## config.mk

```make
export PLATFORM = sky130hd
export DESIGN_NAME = wb_stage
export DESIGN_NICKNAME = d
export VERILOG_FILES = /design/src/rtl/rv32i_pkg.sv /design/src/rtl/wb_stage_load_align.sv /design/src/rtl/wb_stage.sv
export SDC_FILE = /design/constraint.sdc
export NUM_CORES = 1
export LEC_CHECK = 0
export ABC_AREA = 1
export CAP_MARGIN = 20
export CELL_PAD_IN_SITES_DETAIL_PLACEMENT = 0
export CELL_PAD_IN_SITES_GLOBAL_PLACEMENT = 1
export CORE_MARGIN = 8
export CORE_UTILIZATION = 30
export CTS_BUF_LIST = sky130_fd_sc_hd__clkbuf_8 sky130_fd_sc_hd__clkbuf_16
export CTS_CLUSTER_DIAMETER = 150
export DETAILED_ROUTE_END_ITERATION = 12
export MAX_ROUTING_LAYER = met4
export PLACE_DENSITY = 0.84
export SLEW_MARGIN = 20
export SYNTH_ARGS = -nofsm -noshare
export SYNTH_HDL_FRONTEND = slang
export SYNTH_SLANG_ARGS = --single-unit
```

## constraint.sdc

```tcl
create_clock -name clk -period 3.9 [get_ports clk]
set_input_delay 0.78 -clock clk [delete_from_list [all_inputs] [get_ports clk]]
set_output_delay 0.78 -clock clk [all_outputs]
set_load 0.02 [all_outputs]
```

## src/rtl/rv32i_pkg.sv

```systemverilog
// Shared RV32I pipeline definitions: result-select and load funct3
// encodings plus the MEM/WB pipeline-register bundle.
package rv32i_pkg;

    localparam logic [1:0] RES_ALU  = 2'b00;
    localparam logic [1:0] RES_LOAD = 2'b01;
    localparam logic [1:0] RES_PC4  = 2'b10;
    localparam logic [1:0] RES_IMM  = 2'b11;

    localparam logic [2:0] F3_LB  = 3'b000;
    localparam logic [2:0] F3_LH  = 3'b001;
    localparam logic [2:0] F3_LW  = 3'b010;
    localparam logic [2:0] F3_LBU = 3'b100;
    localparam logic [2:0] F3_LHU = 3'b101;

    typedef struct packed {
        logic        valid;
        logic        reg_wr;
        logic [4:0]  rd;
        logic [1:0]  result_src;
        logic [2:0]  funct3;
        logic [1:0]  offset;
        logic [31:0] alu_result;
        logic [31:0] load_data;
        logic [31:0] pc_plus4;
        logic [31:0] imm_ext;
    } mem_wb_t;

endpackage

```

## src/rtl/wb_stage_load_align.sv

```systemverilog
// Load alignment: picks the byte/halfword addressed by the byte offset
// and sign- or zero-extends it; unknown funct3 codes behave as LW.
module load_align
    import rv32i_pkg::*;
(
    input  logic [2:0]  funct3,
    input  logic [1:0]  offset,
    input  logic [31:0] word,
    output logic [31:0] value
);

    logic [7:0]  byte_sel;
    logic [15:0] half_sel;

    // Select the addressed lane, then extend according to the load type
    always_comb begin
        byte_sel = word[{offset, 3'b000} +: 8];
        half_sel = offset[1] ? word[31:16] : word[15:0];
        case (funct3)
            F3_LB:   value = {{24{byte_sel[7]}}, byte_sel};
            F3_LBU:  value = {24'h0, byte_sel};
            F3_LH:   value = {{16{half_sel[15]}}, half_sel};
            F3_LHU:  value = {16'h0, half_sel};
            default: value = word;
        endcase
    end

endmodule

```

## src/rtl/wb_stage.sv

```systemverilog
// RV32I writeback stage: MEM/WB register, result select, register-file write port.
// Define WB_RETIRE_CNT_EN to build the 64-bit retired-instruction counter.
module wb_stage
    import rv32i_pkg::*;
#(
    parameter int DATA_WIDTH = 32
) (
    input  logic                  clk,
    input  logic                  reset,
    input  logic                  stall,
    input  logic                  flush,
    input  logic                  mem_valid,
    input  logic                  mem_reg_wr,
    input  logic [4:0]            mem_rd_addr,
    input  logic [1:0]            mem_result_src,
    input  logic [2:0]            mem_funct3,
    input  logic [DATA_WIDTH-1:0] mem_alu_result,
    input  logic [DATA_WIDTH-1:0] mem_load_data,
    input  logic [DATA_WIDTH-1:0] mem_pc_plus4,
    input  logic [DATA_WIDTH-1:0] mem_imm_ext,
    output logic                  wr_en,
    output logic [4:0]            wr_addr,
    output logic [DATA_WIDTH-1:0] wr_data,
`ifdef WB_RETIRE_CNT_EN
    output logic [63:0]           retire_count,
`endif
    output logic                  wb_valid
);

    mem_wb_t     r_q;
    mem_wb_t     r_d;
    logic [31:0] load_val;

    // Pack the incoming MEM-stage fields into the pipeline bundle
    always_comb begin
        r_d            = '0;
        r_d.valid      = mem_valid;
        r_d.reg_wr     = mem_reg_wr;
        r_d.rd         = mem_rd_addr;
        r_d.result_src = mem_result_src;
        r_d.funct3     = mem_funct3;
        r_d.offset     = mem_alu_result[1:0];
        r_d.alu_result = mem_alu_result;
        r_d.load_data  = mem_load_data;
        r_d.pc_plus4   = mem_pc_plus4;
        r_d.imm_ext    = mem_imm_ext;
    end

    // MEM/WB register: reset, then flush (bubble), then stall (hold), else capture
    always_ff @(posedge clk) begin
        if (reset) begin
            r_q <= '0;
        end else if (flush) begin
            r_q <= '0;
        end else if (!stall) begin
            r_q <= r_d;
        end
    end

    load_align u_load_align (
        .funct3 (r_q.funct3),
        .offset (r_q.offset),
        .word   (r_q.load_data),
        .value  (load_val)
    );

    // Architectural result select, combinational from the register
    always_comb begin
        case (r_q.result_src)
            RES_ALU:  wr_data = r_q.alu_result;
            RES_LOAD: wr_data = load_val;
            RES_PC4:  wr_data = r_q.pc_plus4;
            default:  wr_data = r_q.imm_ext;
        endcase
    end

    assign wr_en    = r_q.valid & r_q.reg_wr & (r_q.rd != 5'd0);
    assign wr_addr  = r_q.rd;
    assign wb_valid = r_q.valid;

`ifdef WB_RETIRE_CNT_EN
    logic        retire;
    logic [63:0] retire_cnt_q;

    // An occupant retires on the edge where it leaves the stage
    assign retire = r_q.valid & ~reset & (~stall | flush);

    // Free-running retired-instruction counter, wraps naturally
    always_ff @(posedge clk) begin
        if (reset) begin
            retire_cnt_q <= '0;
        end else if (retire) begin
            retire_cnt_q <= retire_cnt_q + 64'd1;
        end
    end

    assign retire_count = retire_cnt_q;
`endif

endmodule

```

Word-level counts from Yosys, hierarchy flattened

Index checks and enable logic that the tools add are counted.
W data, S select, Z words.

Register bits: 142
Input bits: 144
Output and inout port bits: 39
Logic and storage cells: 25

Eq/ne operators: 5
Shifts and indexed selects: 1
Mux-type cells: 3
Bitwise operators: 2
Reductions and logical operators: 4

Operator list:

| cell                 | number |
|---|---|
| $pmux W32 S4         | 1 |
| $pmux W32 S3         | 1 |
| $shiftx A32 B6 Y8    | 1 |
| $mux W16             | 1 |
| $eq A3 B3 Y1 const B | 2 |
| $reduce_bool A5 Y1   | 1 |
| $eq A3 B1 Y1 const B | 1 |
| $logic_not A3 Y1     | 1 |
| $and A1 B1 Y1        | 2 |
| $eq A2 B1 Y1 const B | 1 |
| $eq A2 B2 Y1 const B | 1 |
| $logic_not A2 Y1     | 1 |
| $reduce_or A2 Y1     | 1 |

Logic depth before layout (Yosys ltp)

Gate-level depths: netlist of run 1.

Depth after elaboration: 3
Mapped depth: 10
Mapped depth without buffers: 8

Cells and area by module

From an unflattened synthesis of run 1, not the netlist that was laid out.

Cell total of the unflattened synthesis: 966
Area total of the unflattened synthesis: 7,028.0 um^2

Modules (own cells, without submodules):

| module     | times used | cells each | area an instance (um^2) | seq. area each (um^2) |
|---|---|---|---|---|
| wb_stage   | 1          | 807        | 6,216.0                 | 2,802.7 |
| load_align | 1          | 159        | 812.0                   | 0.0 |

Worst setup path before layout of run 1

Ideal clock, no wire load.

Path kind: register -> output
Start point: reg r_q[131] (netlist bit)
End point: out wr_data[25]
Arrival: 1,427 ps
Data required time: 3,120 ps
Path slack: 1,693 ps
Cell stages (with the launch flop): 10
Path buffers: 2
Cell sequence: dfxtp_1 > buf_6 > nor2_4 > inv_2 > nor2_4 > nand2_4 > nand2_4 > buf_8 > nand2_2 > a21oi_1

Word-level cells in the longest chain between the ends: 3
Elaborated cells between the ends (all ways): 6
Those cells by class: eq/ne (3); mux (2); reduce/logical (1)

Ends and longest elaborated chain:

| item                                 | RTL line                  | text |
|---|---|---|
| from (decl)                          | wb_stage.sv:30            | `mem_wb_t r_q;` |
| from (signal assigned)               | wb_stage.sv:56            | `r_q <= r_d;` |
| $eq A3 B3 Y1 (tied with other cells) | wb_stage_load_align.sv:19 | `case (funct3)` |
| $pmux W32 S4 *                       | wb_stage_load_align.sv:19 |  |
| $pmux W32 S3 *                       | wb_stage.sv:69            | `case (r_q.result_src)` |
| to (decl)                            | wb_stage.sv:23            | `output logic [DATA_WIDTH-1:0] wr_data,` |

Every way passes the cells marked *; elsewhere a longest branch is shown, timed or not.

==> results of run 1 <==
[tightest hold or removal path, delay by kind of cell, from the launching register on]
kind | cells | cell delay, ns
flip-flops | 1 | 0.31
AND/OR/NAND/NOR | 1 | 0.06
AO/OA/AOI/OAI | 1 | 0.05
[layout by cell type, fill, tap and decap left out, types with 14 or more instances in the layout]
master           netlist  layout
a211oi_1              26      26
a21oi_1              181     181
clkbuf_16              0      17
clkdlybuf4s50_1        0     181
dfxtp_1              140     140
inv_1                 29      29
nand2_1              331     331
nand3_1               21      21
nor2_1               129     129
o21ai_0               14      14
[worst paths after layout]
kind	from	end	slack [ns]	depth (start not counted)
worst max-delay path	r_q[97]$_SDFFE_PP0N_	wr_data[31]	0.42	9
worst min-delay path	r_q[32]$_SDFFE_PP0N_	r_q[32]$_SDFFE_PP0N_	0.46	2
worst max register to register	r_q[128]$_SDFFE_PP0N_	r_q[128]$_SDFFE_PP0N_	2.72	3
worst min register to register	r_q[32]$_SDFFE_PP0N_	r_q[32]$_SDFFE_PP0N_	0.46	2
[cell usage after synthesis]
cell type,n
nand2_1,331
a21oi_1,181
dfxtp_1,140
nor2_1,129
clkbuf_1,38
inv_1,29
a211oi_1,26
buf_2,24
nand3_1,21
o21ai_0,14
a21oi_2,9
buf_1,7
nand4_1,7
buf_4,5
clkinv_1,3
inv_2,2
nand2_2,2
nand2_4,2
nor2_4,2
o22ai_1,2
buf_6,1
buf_8,1
nand3b_1,1
nor3_1,1
o2111ai_1,1
or2_2,1
[sequential cells by signal, indices dropped and copies added (netlist names)]
name      flops
r_q         134
wr_addr       5
wb_valid      1
[per-layer routing]
| layer | GRT usage, % | vias up |
|---|---|---|
| met5 | - | - |
| met4 | 5.13 | 0 |
| met3 | 4.23 | 18 |
| met2 | 25.4 | 176 |
| met1 | 24.5 | 3077 |
| li1 | - | 3431 |
[per-stage QoR]
stage / utilization, % / instances
3_3_place_gp: 39.2 / 1378
4_1_cts: 42.0 / 1410
2_1_floorplan: - / 980
6_report: 42.0 / 1410
5_1_grt: 42.0 / 1410
3_5_place_dp: 39.2 / 1378
[final cells by class]
| type | instances | area [µm²] |
|---|---|---|
| fillers | 2273 | 12500 |
| multi-input cells | 730 | 3230 |
| flip-flops and latches | 140 | 2800 |
| repair buffers | 194 | 1950 |
| clock buffers | 19 | 453 |
| well taps | 280 | 350 |
| clock inverters | 13 | 141 |
| inverters | 34 | 129 |
[power by group]
part / internal (mW) / switching (mW) / total [mW]
Clock: 0.978 / 0.640 / 1.62
Sequential: 1.48 / 0.0322 / 1.51
Combinational: 0.248 / 0.275 / 0.523
[kinds of logic after synthesis]
| logic type | after synthesis | synth area share, % |
|---|---|---|
| buffers and inverters | 110 | 7.38 |
| DFF | 140 | 43.1 |
| AOI/OAI and AO/OA | 233 | 19.5 |
| and+or+nand+nor | 497 | 30.0 |
==> flow_metrics.env, run 1 <==
export IMPL_hpwlAfterDp_um=16900
export IMPL_drive_gt1_share_pct=5.66
export IMPL_period_share_pct=89.3
export IMPL_ys_ff_latch=140
export IMPL_antenna_found_initial=0
export IMPL_top_layer_used="met4"
export IMPL_dpl_cell_area_um2=8450
export IMPL_cpLargestDelayFamily="buffers and inverters"
export IMPL_wl_met1_um=11600
export IMPL_yosys_area_top_type="dfxtp_1"
export IMPL_initial_core_util_pct=30.2
export IMPL_drc=0
export IMPL_cp_slowest_stage_delay_ns=0.64
export IMPL_tritoncts="built"
export IMPL_syn_cell_area_um2=6510
export IMPL_detail_route_vias_per_cell=4.75
export IMPL_status="finished, final reports clean"
export IMPL_grt_pass1_vias=6435
export IMPL_ioPinCount=183
export IMPL_maxSlewHeadroom_pct=36.1
export IMPL_p_per_area_nw_per_um2=404
export IMPL_htreeDepth=4
export IMPL_p_leak_nw=3.48
export IMPL_finalPower_mw=3.65
export IMPL_io_buffers=182
export IMPL_cts_root_buffer="clkbuf_16"
export IMPL_ir_drop_uv=298
export IMPL_synth_cells=980
export IMPL_rows=54
export IMPL_setup_viol=0
export IMPL_cp_start_kind="flop"
export IMPL_core_area_um2=21600
export IMPL_worstPathCellList="inv_2 > nand2_1 > nand3_1 > nand2_2 > nand2_4 > nand2_4 > nand2_1 > a21oi_1 > clkdlybuf4s50_1"
export IMPL_syn_nets=1124
export IMPL_vias=6702
export IMPL_ys_types=26
export IMPL_cts_made_buffers=17
export IMPL_ys_seq_area_share_pct=43.1
export IMPL_tns_ns=0
export IMPL_grt_remaining_overflow=0
export IMPL_fin_hold_ws_ns=0.462
export IMPL_dieWidth_um=163
export IMPL_crit_type="reg2out"
export IMPL_place_congestion=0.914
export IMPL_grt_max_degree=167
export IMPL_wl_met3_um=1230
export IMPL_synthTopCellsByArea="dfxtp_1 (43%), nand2_1 (19%), a21oi_1 (14%), nor2_1 (7.4%), a211oi_1 (3.0%)"
export IMPL_clk_latency_ns=0.42
export IMPL_path_max_fanout=16
export IMPL_fin_crit_ns=3.48
export IMPL_cts_clk_slew_worst_paths_ns=0.06
export IMPL_slowest_stage="clkdlybuf4s50_1"
export IMPL_final_nets=1261
export IMPL_dieArea_um2=26700
export IMPL_final_antenna_net_count=0
export IMPL_cp_required_ns=3.12
export IMPL_skew_ns=0
export IMPL_clock_sinks=140
export IMPL_slew_viol_final=0
export IMPL_ctsHoldBuffers=0
export IMPL_design_area_um2=9050
export IMPL_antennaDiodeCount=0
export IMPL_wirelength_um=23500
export IMPL_place_ws_ns=0.867
export IMPL_timing_fmax_mhz=287
export IMPL_crit_arrival_ns=2.70
export IMPL_ctsResizeCount=0
export IMPL_wl_met2_um=10300
export IMPL_timing_final_ws_setup_ns=0.416
export IMPL_yosys_warnings=0
export IMPL_worstSetupEndpointType="primary output"
export IMPL_grt_usage_pct=17.8
export IMPL_post_cts_setup_buffers=0
export IMPL_rsz0062_at_grt="no"
export IMPL_cp_num_buf_inv=2
export IMPL_initialDrtViolationCount=569
export IMPL_maxCapViolations=0
export IMPL_area_growth_pct=39.1
export IMPL_syn_area_per_cell_um2=6.64
export IMPL_drtPass1Iterations=7
export IMPL_post_synth_top_area_fraction_pct=43.1
export IMPL_wl_per_cell_um=16.7
export IMPL_grt_pass1_wl_um=36000
export IMPL_worstHoldPathType="reg2reg"
export IMPL_die_y_um=163
export IMPL_worst_pin_slew_ns=0.957
export IMPL_final_hold_viol_count=0
export IMPL_clockBufferDepth=2
Power figures use the tool's default switching activity.
==> run 2: changes to the inputs <==
Settings changed: SLEW_MARGIN 20 to 15.
==> results of run 2 <==
No change in the layout: final DEF, timing and power equal those of run 1.
==> patch, RTL diff (settings of run 2) <==
Add a define of `WB_RETIRE_CNT_EN`.
--- a/src/rtl/wb_stage.sv
+++ b/src/rtl/wb_stage.sv
@@ -2,2 +2,4 @@
 // Define WB_RETIRE_CNT_EN to build the 64-bit retired-instruction counter.
+`define WB_RETIRE_CNT_EN
+
 module wb_stage
Behaviour (old outputs only; new: retire_count): no difference found for any inputs over 4 cycles, from zero or initial values and one cycle with reset high; that may be too few to reach the edited logic, so the function may still have changed.
==> patch against run 2 <==
- area after synthesis rose by 57%
- routed wire length rose by 67%
- clock skew rose by 21 ps
- worst setup slack got worse by 140 ps
- clock power rose by 43%
- design area rose by 53%
- sequential cell count rose by 64
- total power rose by 36%
==> patch: results (changes against run 2) <==
status completed; syn nets 1697 (+51%); Critical Path Slowest Stage Cell dfxtp_1; CTS H-tree lvls 1 (-3); placer's final routability congestion estimate 0.943 (+3.1%); fin nets 1908 (+51%); First-pass DRT Iterations 5 (-2); met2 Resource Use GR 29.7% (+4.3 points); sequential fraction of the synthesis area 40.0% (-3.1 points); Least-Margin Pin Slew 854 ps (-103 ps); Place WS 759 ps (-108 ps); largest net degree at the start of global routing 80 (-52%); most instantiated cells after synthesis nand2_1, dfxtp_1, nor2_1; grt met1 use 24.1% (-0.36 points); last element of the critical path wr_data[25]; first-pass GRT wire length 61.1 mm (+69%); via count 10800 (+62%); Net Sw Power 0.00126 W (+33%); CP startpoint r_q[128]; layout cell share with drive strength beyond 1 6.74% (+1.1 points); Max Root-Sink Buffers 3 (+1); Avg Vias per Cell 4.84 (+1.8%); combinational power share 10.1% (-4.2 points); M3 GR Usage 5.65% (+1.4 points); Port Buffers 246 (+35%)
[patch: layout make-up]
| cell class | instances | area [sq um] |
|---|---|---|
| Antenna cell | 8 | 20.0 |
| Clock buffer | 28 | 667 |
| Clock inverter | 17 | 145 |
| Fill cell | 3620 | 19700 |
| Inverter | 115 | 438 |
| Multi-Input combinational cell | 1155 | 5370 |
| Sequential cell | 204 | 4080 |
| Tap cell | 448 | 561 |
| Timing Repair Buffer | 262 | 2590 |
[patch: per-layer routing]
layer / vias up / wire [um]
li1: 5441 / -
met1: 4928 / 17400
met2: 391 / 17200
met3: 69 / 3330
met4: 0 / 1300
met5: - / 0
[patch: cells by family after synthesis]
group / synth area share [%]
xor gates and xnor gates: 1.03
AOI/OAI and AO/OA: 12.7
and+or+nand+nor: 38.6
adders and majority gates: 0.123
DFF: 40.0
buffers and inverters: 7.56
[patch: worst max-delay path: cells and delay by family (launching register included)]
family	cells	cell delay, ps
compound gates	1	230
buf+inv	2	820
flops	1	630
simple gates	4	640
